[src/rtl/bus_pkg.sv]
// Shared types and code classification for the bus sequencer.
package bus_pkg;

  typedef enum logic [3:0] {
    REQ_NONE = 4'd0,
    CCRD     = 4'd1,
    CCWR     = 4'd2,
    DCRD     = 4'd3,
    DCWR     = 4'd4,
    ILL5     = 4'd5,
    ILL6     = 4'd6,
    ILL7     = 4'd7,
    FETCH    = 4'd8,
    DRD      = 4'd9,
    DWR      = 4'd10,
    RDMWR    = 4'd11,
    BTRWR    = 4'd12,
    BTRRD    = 4'd13,
    BICLR    = 4'd14,
    BIRD     = 4'd15
  } req_t;

  typedef enum logic [2:0] {
    IDLE,
    ADDR,
    XFER,
    GAP,
    DONE,
    ERR
  } state_t;

  localparam logic [1:0] ARX_ADDR = 2'b00;
  localparam logic [1:0] ARX_DATA = 2'b01;
  localparam logic [1:0] ARX_NONE = 2'b11;

  typedef struct packed {
    logic [1:0] arx;
    logic       ecx;
    logic       wrx;
    logic       astb;
    logic       rd;
    logic       wr;
    logic       done;
    logic       err;
  } bus_out_t;

  function automatic logic is_read(input req_t code);
    return code inside {CCRD, DCRD, FETCH, DRD, BTRRD, BIRD};
  endfunction

  function automatic logic is_write(input req_t code);
    return code inside {CCWR, DCWR, DWR, BTRWR, BICLR};
  endfunction

  function automatic logic is_rmw(input req_t code);
    return code == RDMWR;
  endfunction

  function automatic logic is_burst(input req_t code);
    return code inside {BTRWR, BTRRD};
  endfunction

  function automatic logic is_illegal(input req_t code);
    return code inside {ILL5, ILL6, ILL7};
  endfunction

endpackage

[src/rtl/bus_phase_timer.sv]
// Loadable 8-bit phase counter. Counts down toward zero (terminal count at 0)
// or up from the loaded value (terminal count at lim_val); min_hit reports
// that the count has reached min_val.
module bus_phase_timer (
  input  logic       clk,
  input  logic       reset,
  input  logic       load,
  input  logic       up,
  input  logic [7:0] load_val,
  input  logic [7:0] min_val,
  input  logic [7:0] lim_val,
  output logic       min_hit,
  output logic       tc_hit
);

  logic [7:0] count;

  // Counter register: load has priority, otherwise saturating count.
  always_ff @(posedge clk) begin
    if (reset) begin
      count <= 8'd0;
    end else if (load) begin
      count <= load_val;
    end else if (up) begin
      if (count != 8'hff) count <= count + 8'd1;
    end else begin
      if (count != 8'd0) count <= count - 8'd1;
    end
  end

  assign min_hit = (count >= min_val);
  assign tc_hit  = up ? (count == lim_val) : (count == 8'd0);

endmodule

[src/rtl/bus_sequencer.sv]
// Bus request sequencer: turns a 4-bit request code into timed strobes on the
// busio port and the memory bus, with ack wait states, timeout, bursts and RMW.
//
//   state | meaning
//   IDLE  | waiting for a non-zero request, outputs idle
//   ADDR  | address on busio, astb asserted for T_ASTB cycles
//   XFER  | data phase, rd or wr held until an honoured ack or timeout
//   GAP   | one dead cycle between burst words / RMW halves, astb held
//   DONE  | done=1 until request returns to 0
//   ERR   | done=1 err=1 until request returns to 0
module bus_sequencer
  import bus_pkg::*;
#(
  parameter int T_ASTB    = 1,
  parameter int T_XFER    = 2,
  parameter int TIMEOUT   = 127,
  parameter int BURST_LEN = 4
) (
  input  logic       clk,
  input  logic       reset,
  input  logic [3:0] request,
  input  logic       ack,
  output logic [1:0] arx,
  output logic       ecx,
  output logic       wrx,
  output logic       astb,
  output logic       rd,
  output logic       wr,
  output logic       done,
  output logic       err,
  output logic [3:0] word_idx
);

  localparam logic [7:0] ASTB_LAST = 8'(T_ASTB - 1);
  localparam logic [7:0] XFER_MIN  = 8'(T_XFER - 1);
  localparam logic [7:0] XFER_LAST = 8'(TIMEOUT - 1);
  localparam logic [3:0] LAST_IDX  = 4'(BURST_LEN - 1);

  state_t   state, state_nx;
  req_t     op, op_nx;
  logic     rmw_wr, rmw_wr_nx;
  logic [3:0] idx_nx;
  bus_out_t out_nx;
  logic     read_half;

  logic       tmr_load;
  logic       tmr_up;
  logic [7:0] tmr_load_val;
  logic       min_hit;
  logic       tc_hit;

  // ADDR counts down from T_ASTB-1; XFER counts up from 0 so the same count
  // serves both the ack-honour threshold and the timeout.
  assign tmr_up       = (state == XFER);
  assign tmr_load     = (state_nx != state) && (state_nx == ADDR || state_nx == XFER);
  assign tmr_load_val = (state_nx == ADDR) ? ASTB_LAST : 8'd0;

  bus_phase_timer u_timer (
    .clk      (clk),
    .reset    (reset),
    .load     (tmr_load),
    .up       (tmr_up),
    .load_val (tmr_load_val),
    .min_val  (XFER_MIN),
    .lim_val  (XFER_LAST),
    .min_hit  (min_hit),
    .tc_hit   (tc_hit)
  );

  // State register; outputs are registered from the next-state decode so
  // they line up with the state they belong to.
  always_ff @(posedge clk) begin
    if (reset) begin
      state    <= IDLE;
      op       <= REQ_NONE;
      rmw_wr   <= 1'b0;
      word_idx <= 4'd0;
      arx      <= ARX_NONE;
      ecx      <= 1'b0;
      wrx      <= 1'b0;
      astb     <= 1'b0;
      rd       <= 1'b0;
      wr       <= 1'b0;
      done     <= 1'b0;
      err      <= 1'b0;
    end else begin
      state    <= state_nx;
      op       <= op_nx;
      rmw_wr   <= rmw_wr_nx;
      word_idx <= idx_nx;
      arx      <= out_nx.arx;
      ecx      <= out_nx.ecx;
      wrx      <= out_nx.wrx;
      astb     <= out_nx.astb;
      rd       <= out_nx.rd;
      wr       <= out_nx.wr;
      done     <= out_nx.done;
      err      <= out_nx.err;
    end
  end

  // Next-state logic; a zero request while busy aborts (or releases DONE/ERR).
  always_comb begin
    state_nx  = state;
    op_nx     = op;
    rmw_wr_nx = rmw_wr;
    idx_nx    = word_idx;
    if (state == IDLE) begin
      if (request != 4'd0) begin
        op_nx     = req_t'(request);
        rmw_wr_nx = 1'b0;
        idx_nx    = 4'd0;
        state_nx  = is_illegal(req_t'(request)) ? ERR : ADDR;
      end
    end else if (request == 4'd0) begin
      state_nx  = IDLE;
      rmw_wr_nx = 1'b0;
      idx_nx    = 4'd0;
    end else begin
      case (state)
        ADDR: begin
          if (tc_hit) state_nx = XFER;
        end
        XFER: begin
          if (ack && min_hit) begin
            if (is_burst(op) && word_idx < LAST_IDX) begin
              idx_nx   = word_idx + 4'd1;
              state_nx = GAP;
            end else if (is_rmw(op) && !rmw_wr) begin
              rmw_wr_nx = 1'b1;
              state_nx  = GAP;
            end else begin
              state_nx = DONE;
            end
          end else if (tc_hit) begin
            state_nx = ERR;
          end
        end
        GAP:     state_nx = XFER;
        default: state_nx = state;
      endcase
    end
  end

  // Output decode for the state being entered.
  always_comb begin
    out_nx.arx  = ARX_NONE;
    out_nx.ecx  = 1'b0;
    out_nx.wrx  = 1'b0;
    out_nx.astb = 1'b0;
    out_nx.rd   = 1'b0;
    out_nx.wr   = 1'b0;
    out_nx.done = 1'b0;
    out_nx.err  = 1'b0;
    read_half   = is_rmw(op_nx) ? !rmw_wr_nx : is_read(op_nx);
    case (state_nx)
      ADDR: begin
        out_nx.arx  = ARX_ADDR;
        out_nx.ecx  = 1'b1;
        out_nx.astb = 1'b1;
      end
      XFER: begin
        out_nx.arx  = ARX_DATA;
        out_nx.ecx  = 1'b1;
        out_nx.rd   = read_half;
        out_nx.wrx  = read_half;
        out_nx.wr   = !read_half;
        out_nx.astb = is_rmw(op_nx) || is_burst(op_nx);
      end
      GAP: begin
        out_nx.astb = 1'b1;
      end
      DONE: begin
        out_nx.done = 1'b1;
      end
      ERR: begin
        out_nx.done = 1'b1;
        out_nx.err  = 1'b1;
      end
      default: begin
        out_nx.arx = ARX_NONE;
      end
    endcase
  end

endmodule

[config.mk]
export PLATFORM = sky130hd
export DESIGN_NAME = bus_sequencer
export DESIGN_NICKNAME = d
export VERILOG_FILES = /design/src/rtl/bus_pkg.sv /design/src/rtl/bus_phase_timer.sv /design/src/rtl/bus_sequencer.sv
export SDC_FILE = /design/constraint.sdc
export NUM_CORES = 1
export LEC_CHECK = 0
export ABC_AREA = 1
export ABC_CLOCK_PERIOD_IN_PS = 1700
export CAP_MARGIN = 10
export CELL_PAD_IN_SITES_DETAIL_PLACEMENT = 1
export CELL_PAD_IN_SITES_GLOBAL_PLACEMENT = 2
export CORE_MARGIN = 4
export CORE_UTILIZATION = 28
export DETAILED_ROUTE_END_ITERATION = 8
export GPL_TIMING_DRIVEN = 0
export PLACE_DENSITY_LB_ADDON = 0.1
export SLEW_MARGIN = 15
export SYNTH_ARGS = -nofsm -noshare
export SYNTH_HDL_FRONTEND = slang
export SYNTH_SLANG_ARGS = --single-unit
export TNS_END_PERCENT = 5
[constraint.sdc]
create_clock -name clk -period 1.7 [get_ports clk]
set_input_delay 0.17 -clock clk [delete_from_list [all_inputs] [get_ports clk]]
set_output_delay 0.17 -clock clk [all_outputs]
set_load 0.05 [all_outputs]
==> flow_summary.yaml, run 1 <==
outcome:
  status: "finished with violations"
  violations: "negative setup slack"
synthesis:
  synthAdderAreaFrac_pct: 3.674
  synth_top_area_share_pct: 32.92
  synth_top_family_by_area: "simple AND/OR/NAND/NOR gates"
  synth_mux_area_share_pct: 0
  ys_async_sr_fraction_pct: 0
  ys_types: 33
  synth_warnings: 0
  synth_ff_type: "dfxtp_1"
  synth_top_area_cell: "dfxtp_1"
  ys_ff_latch: 28
  synth-edff-count: 0
  yosys-top-cells-count: "nand2_1 (42), inv_1 (32), dfxtp_1 (28), nor2_1 (28), nand3_1 (16)"
  synth_simple_gate_area_share_pct: 38.94
  syn-num-nets: 251
  synth_cells: 239
  synth-seq-area-share_pct: 32.92
  ys_top_cells_by_area: "dfxtp_1 (33%), nand2_1 (9.3%), inv_1 (7.1%)"
  synth_xor_xnor_area_share_pct: 4.115
  synth.avg_cell_area_sq_um: 7.125
  synth_compound_area_share_pct: 9.846
  yosysMostFrequentCell: "nand2_1"
  synth_area_sq_um: 1703
route:
  ant_nets: 0
  dr.pass1.iters: 4
  drcViolationCount: 0
  initialDrtViolationCount: 21
  routed_wl_microns: 4433
  viasPerCell: 4.540
  avgRoutedWirePerCell_microns: 12.81
  vias: 1571
pwr:
  power_density_nw_per_um2: 2081
  p_leak_nw: 0.9956
  vdd_drop_max_uv: 974.2
  finalPower_mw: 4.690
floorplan:
  start_util_pct: 28.76
  die_y_microns: 85.99
  die_x_microns: 85.99
  ios: 20
  rows: 28
  die_area_sq_um: 7393
  core_sq_um: 5921
final_layout:
  fin_util_pct: 38.06
  seq_area_sq_um: 571.8
  area_delta_synth_final_pct: 32.33
  final_layout_size_suffix_gt1_share_pct: 30.63
  fin_nets: 285
  multiInputGateArea_sq_um: 1102
  n_fill_cell: 742
  diodes: 0
place:
  portBuffers: 19
  post-dp-hpwl_microns: 3426
  gp_congestion: 0.7612
clock_network:
  htreeDepth: 1
  cts_tree: "done"
  clk_pin_slew_ns: 0.10
  root_buffer: "clkbuf_8"
  cts_buffer_depth: 2
  clock_latency_ns: 0.28
  cts_sinks: 28
  cts_made_buffers: 3
sta:
  final_max_slew_viol_count: 0
  max_freq_mhz: 490.9
  skew_ns: 0.003468
  hold_viol_final: 0
  tightest_slew_ns: 0.5153
  fin_crit_ns: 2.037
  tns_ns: -3.791
  setup_ws_ns: -0.3372
  slew_headroom_pct: 65.65
  setup_violations: 20
  min_period_over_period_pct: 119.8
  rsz0062_at_grt: "true"
setup_path:
  cpPeakStageDelay_ns: 0.34
  end_kind: "flop"
  arrival_ns: 2.26
  crit_top_cell: "nand2_4"
  cp_slowest_cell: "dfxtp_2"
  path_max_fanout: 8
  crit_chain: "inv_2 > ha_4 > nand2_4 > nor2_4 > nand3_4 > nand2_4 > nor2_4 > nor2_4 > nand2_2 > nand2_2 > nand2_2 > nand2_4 > inv_2 > nand2_2 > nand2_4 > nand2_4 > nand2_8 > nor2_4"
  critical_path_class: "reg2reg"
  start_kind: "flop"
  required_ns: 1.93
grt:
  grt_pass1_vias: 1637
  antenna_found_initial: 0
  track_usage_pct: 12.83
  grt_pass1_wl_microns: 7569
  grt_max_degree: 15
  overflow: 0
flow_run:
  maxCapViolCount: 0
min_path:
  min_path_type: "reg2reg"
[metal layers]
metal / up-vias / global-route usage (%) / wire, microns
met5: - / 0 / 0
met4: 0 / 3.885 / 51
met2: 14 / 22.70 / 2196
li1: 818 / - / -
met1: 734 / 15.96 / 2091
met3: 5 / 1.825 / 93
[flip-flops by register name, indices dropped and copies added (netlist names)]
name / flops
u_timer.count: 8
state: 3
astb: 1
wr: 1
rd: 1
rmw_wr: 1
op: 4
done: 1
ecx: 1
arx: 2
err: 1
word_idx: 4
[logic make-up after synthesis]
| kind of cell | count (synthesis) |
|---|---|
| AOI/OAI and AO/OA | 27 |
| xor gates and xnor gates | 8 |
| adders and majority gates | 5 |
| buffers and inverters | 44 |
| DFF | 28 |
| and+or+nand+nor | 127 |
[power by group]
group	internal (mW)	total (mW)	switching [mW]
Sequential	0.849	0.985	0.137
Clock	0.160	0.378	0.218
Combinational	1.23	3.33	2.09
Total	2.24	4.69	2.45
[placed cells by master, fill, tap and decap left out, drive strengths merged]
master,synthesis,routed
a21oi,8,8
a22oi,2,2
buf,2,13
clkbuf,1,4
clkdlybuf4s50,0,17
clkinv,1,1
dfxtp,28,28
dlymetal6s2s,0,1
ha,5,5
inv,40,40
nand2,58,58
nand3,19,19
nand4,5,5
nor2,40,40
nor3,5,5
o2111ai,1,1
o211ai,1,1
o21ai,13,13
o21bai,1,1
o31ai,1,1
xor2,8,8
[area by class of cell]
| class | instances | share of cell area, % |
|---|---|---|
| well taps | 75 | 4.164 |
| plain buffers | 3 | 0.9994 |
| repair buffers | 29 | 11.77 |
| inverters | 41 | 6.941 |
| multi-input cells | 167 | 48.92 |
| flip-flops and latches | 28 | 25.37 |
| clock buffers | 3 | 1.832 |
[per-stage QoR]
step	std cells	area, sq um	worst slack, ns	hold slack [ns]
after floorplan	239	1733	-0.1442	0.2317
after global placement	333	2017	-0.5248	0.4400
after detailed placement	333	2017	-0.5227	0.4450
after CTS	342	2130	-0.2874	0.4609
after global routing	346	2253	-0.4976	0.4745
final	346	2253	-0.3372	0.4577
[final timing paths]
| kind | start | to | slack, ns | cells past startpoint |
|---|---|---|---|---|
| worst max-delay path | u_timer.count[1] | u_timer.count[4] | -0.34 | 18 |
| worst min-delay path | word_idx[0] | word_idx[0] | 0.46 | 1 |
| worst max register to register | u_timer.count[1] | u_timer.count[4] | -0.34 | 18 |
| worst min register to register | word_idx[0] | word_idx[0] | 0.46 | 1 |
[critical path, delay by kind of cell, from the launching register on]
family	cells	cell delay, ns
AND/OR/NAND/NOR	15	1.33
flip-flops	1	0.34
adder cells (fa/ha/maj)	1	0.16
buffers and inverters	2	0.15
[repair_timing]
action                                  in CTS  in global routing
setup buffers                                6                  4
endpoints found under the setup margin      25                 24
hold buffers                                 0                  0
resized for setup                           11                 25
pin swaps                                    4                 11
(Power assumes the default switching activity.)
==> run 2, diff against run 1 <==
- SETUP_SLACK_MARGIN: default -> 0.15
==> run 2 against run 1 <==
  * Non-clock buffer count increased by 1
  * Register-to-register slack improved by 0.11 ns
  * Utilization decreased by 0.53 points
  * Power decreased by 4.1%
  * Critical path depth decreased by 1
  * Critical endpoint is now u_timer.count[1]
  * Highest routed layer unchanged
  * Final cell count increased by 0.29%
  * Clock power about the same
  * The run still ends with negative setup slack left
  * Global-route usage increased by 0.20 points
  * Sequential share of layout area increased by 0.41 points
  * Die area unchanged
  * Setup slack improved by 0.11 ns
==> flow_summary.yaml, run 2 (synthesis gave the netlist of run 1 again) <==
floorplan:
  die_area_sq_um: 7393
  start_util_pct: 28.76
  core_sq_um: 5921
  rows: 28
  ios: 20
  die_x_microns: 85.99
  die_y_microns: 85.99
pwr:
  switchingPower_mw: 2.331
  seq_power_share_pct: 21.9
  vdd_drop_max_uv: 940.8
  switching_share_pct: 51.85
  p_leak_nw: 1.018
  pwr-share-clk_pct: 8.4
  power_density_nw_per_um2: 2023
  comb_power_share_pct: 69.7
  internal_power_mw: 2.165
setup_path:
  end_kind: "flop"
  critical_path_class: "reg2reg"
  path_max_fanout: 8
  required_ns: 1.87
  arrival_ns: 2.10
  start_kind: "flop"
final_layout:
  diodes: 0
  final_layout_size_suffix_gt1_share_pct: 32.35
  fin_util_pct: 37.53
  n_fill_cell: 753
  top_register: "u_timer.count"
  stdcell_area_sq_um: 2222
  final_cell_mix: "nand2_1 (33), inv_1 (29), nor2_1 (24)"
  reg_top3: "u_timer.count (8), op (4), word_idx (4)"
  area_delta_synth_final_pct: 30.49
  final_cells: 347
  fin_nets: 286
  largest_reg_flops: 8
  final_common_cell: "nand2_1"
flow_run:
  maxCapViolCount: 0
route:
  vias: 1564
  initialDrtViolationCount: 15
  viasPerCell: 4.507
  dr.pass1.iters: 4
  drcViolationCount: 0
  ant_nets: 0
  avgRoutedWirePerCell_microns: 12.71
  routed_wl_microns: 4410
place:
  gp_congestion: 0.7612
  preCtsSetupSlack_ns: -0.5227
  post-dp-hpwl_microns: 3426
  placed_area_sq_um: 2017
  dp_cells: 333
  portBuffers: 19
sta:
  max_freq_mhz: 519.0
  slew_headroom_pct: 66.40
  setup_ws_ns: -0.2266
  fin_crit_ns: 1.927
  min_period_over_period_pct: 113.3
  worst_hold_slack_ns: 0.4550
  rsz0062_at_grt: "true"
  hold_viol_final: 0
  tightest_slew_ns: 0.5040
  final_max_slew_viol_count: 0
  skew_ns: 0.005389
  setup_violations: 18
clock_network:
  clock_latency_ns: 0.28
  root_buffer: "clkbuf_8"
  cts_buffer_depth: 2
  cts_made_buffers: 3
  htreeDepth: 1
  clk_pin_slew_ns: 0.10
  cts_sinks: 28
  cts_tree: "done"
  cts_hold_buf: 0
outcome:
  status: "finished with violations"
  violations: "negative setup slack"
grt:
  track_usage_pct: 13.02
  antenna_found_initial: 0
  grt_pass1_vias: 1667
  overflow: 0
  grt_pass1_wl_microns: 7686
  grt_max_degree: 15
min_path:
  min_path_type: "reg2reg"
[run 2: cell count changes in the layout (fill, tap and decap cells not counted), moves of 2 or more]
| cell | before | now |
|---|---|---|
| nor2_2 | 6 | 10 |
| dlygate4sd2_1 | 0 | 12 |
| clkdlybuf4s50_1 | 17 | 6 |
| nor2_4 | 9 | 5 |
| nand3_2 | 0 | 2 |
[run 2: worst max-delay path: stages (launching register included)]
cell	delay, ns
dfxtp_2	0.34
inv_2	0.08
ha_4	0.15
nand2_4	0.06
nor2_4	0.13
nand3_4	0.11
nand2_4	0.10
nor2_4	0.04
nor2_4	0.10
nand2_2	0.08
nand3_4	0.07
nand2_4	0.08
nor2_4	0.13
nand2_2	0.05
nand2_2	0.10
nand2_4	0.08
nand2_8	0.10
nor2_2	0.04
[run 2: cell type report]
| cell class | count | area [sq um] | area share [%] |
|---|---|---|---|
| flip-flops and latches | 28 | 573.1 | 25.79 |
| plain buffers | 3 | 22.52 | 1.014 |
| repair buffers | 30 | 255.2 | 11.49 |
| clock buffers | 3 | 41.29 | 1.858 |
| multi-input cells | 167 | 1077 | 48.48 |
| inverters | 41 | 158.9 | 7.151 |
| well taps | 75 | 93.84 | 4.223 |
[run 2: routing by layer]
metal | GRT usage, % | wire length [microns] | up-vias
met5 | 0 | 0 | -
met4 | 3.885 | 29 | 0
met3 | 1.825 | 78 | 2
met2 | 23.27 | 2254 | 11
met1 | 16.08 | 2047 | 732
li1 | - | - | 819
[run 2: final timing paths]
| check | end | slack [ns] | depth (start not counted) | startpoint |
|---|---|---|---|---|
| worst max-delay path | u_timer.count[1] | -0.23 | 17 | u_timer.count[1] |
| worst max register to register | u_timer.count[1] | -0.23 | 17 | u_timer.count[1] |
| worst min-delay path | word_idx[0] | 0.46 | 1 | word_idx[0] |
| worst min register to register | word_idx[0] | 0.46 | 1 | word_idx[0] |
[run 2: what timing repair did]
action                                  CTS  global route
pin swaps                                12             0
buffers inserted                         11             0
endpoints found under the setup margin   40            27
resized for setup                        36             9
[run 2: power groups by stage]
stage	clock, mW	combinational, mW	sequential, mW
after floorplan	0	1.99	1.17
after global placement	0	2.74	0.995
after detailed placement	0	2.76	0.997
after CTS	0.405	3.16	0.983
after global routing	0.435	3.54	1.01
final	0.376	3.14	0.985
[run 2: per-stage QoR]
stage                     total power [mW]  setup TNS (ns)
after floorplan                      3.166          -1.138
after global placement               3.740          -8.565
after detailed placement             3.761          -8.635
after CTS                            4.545          -2.739
after global routing                 4.984          -6.489
final                                4.496          -2.479
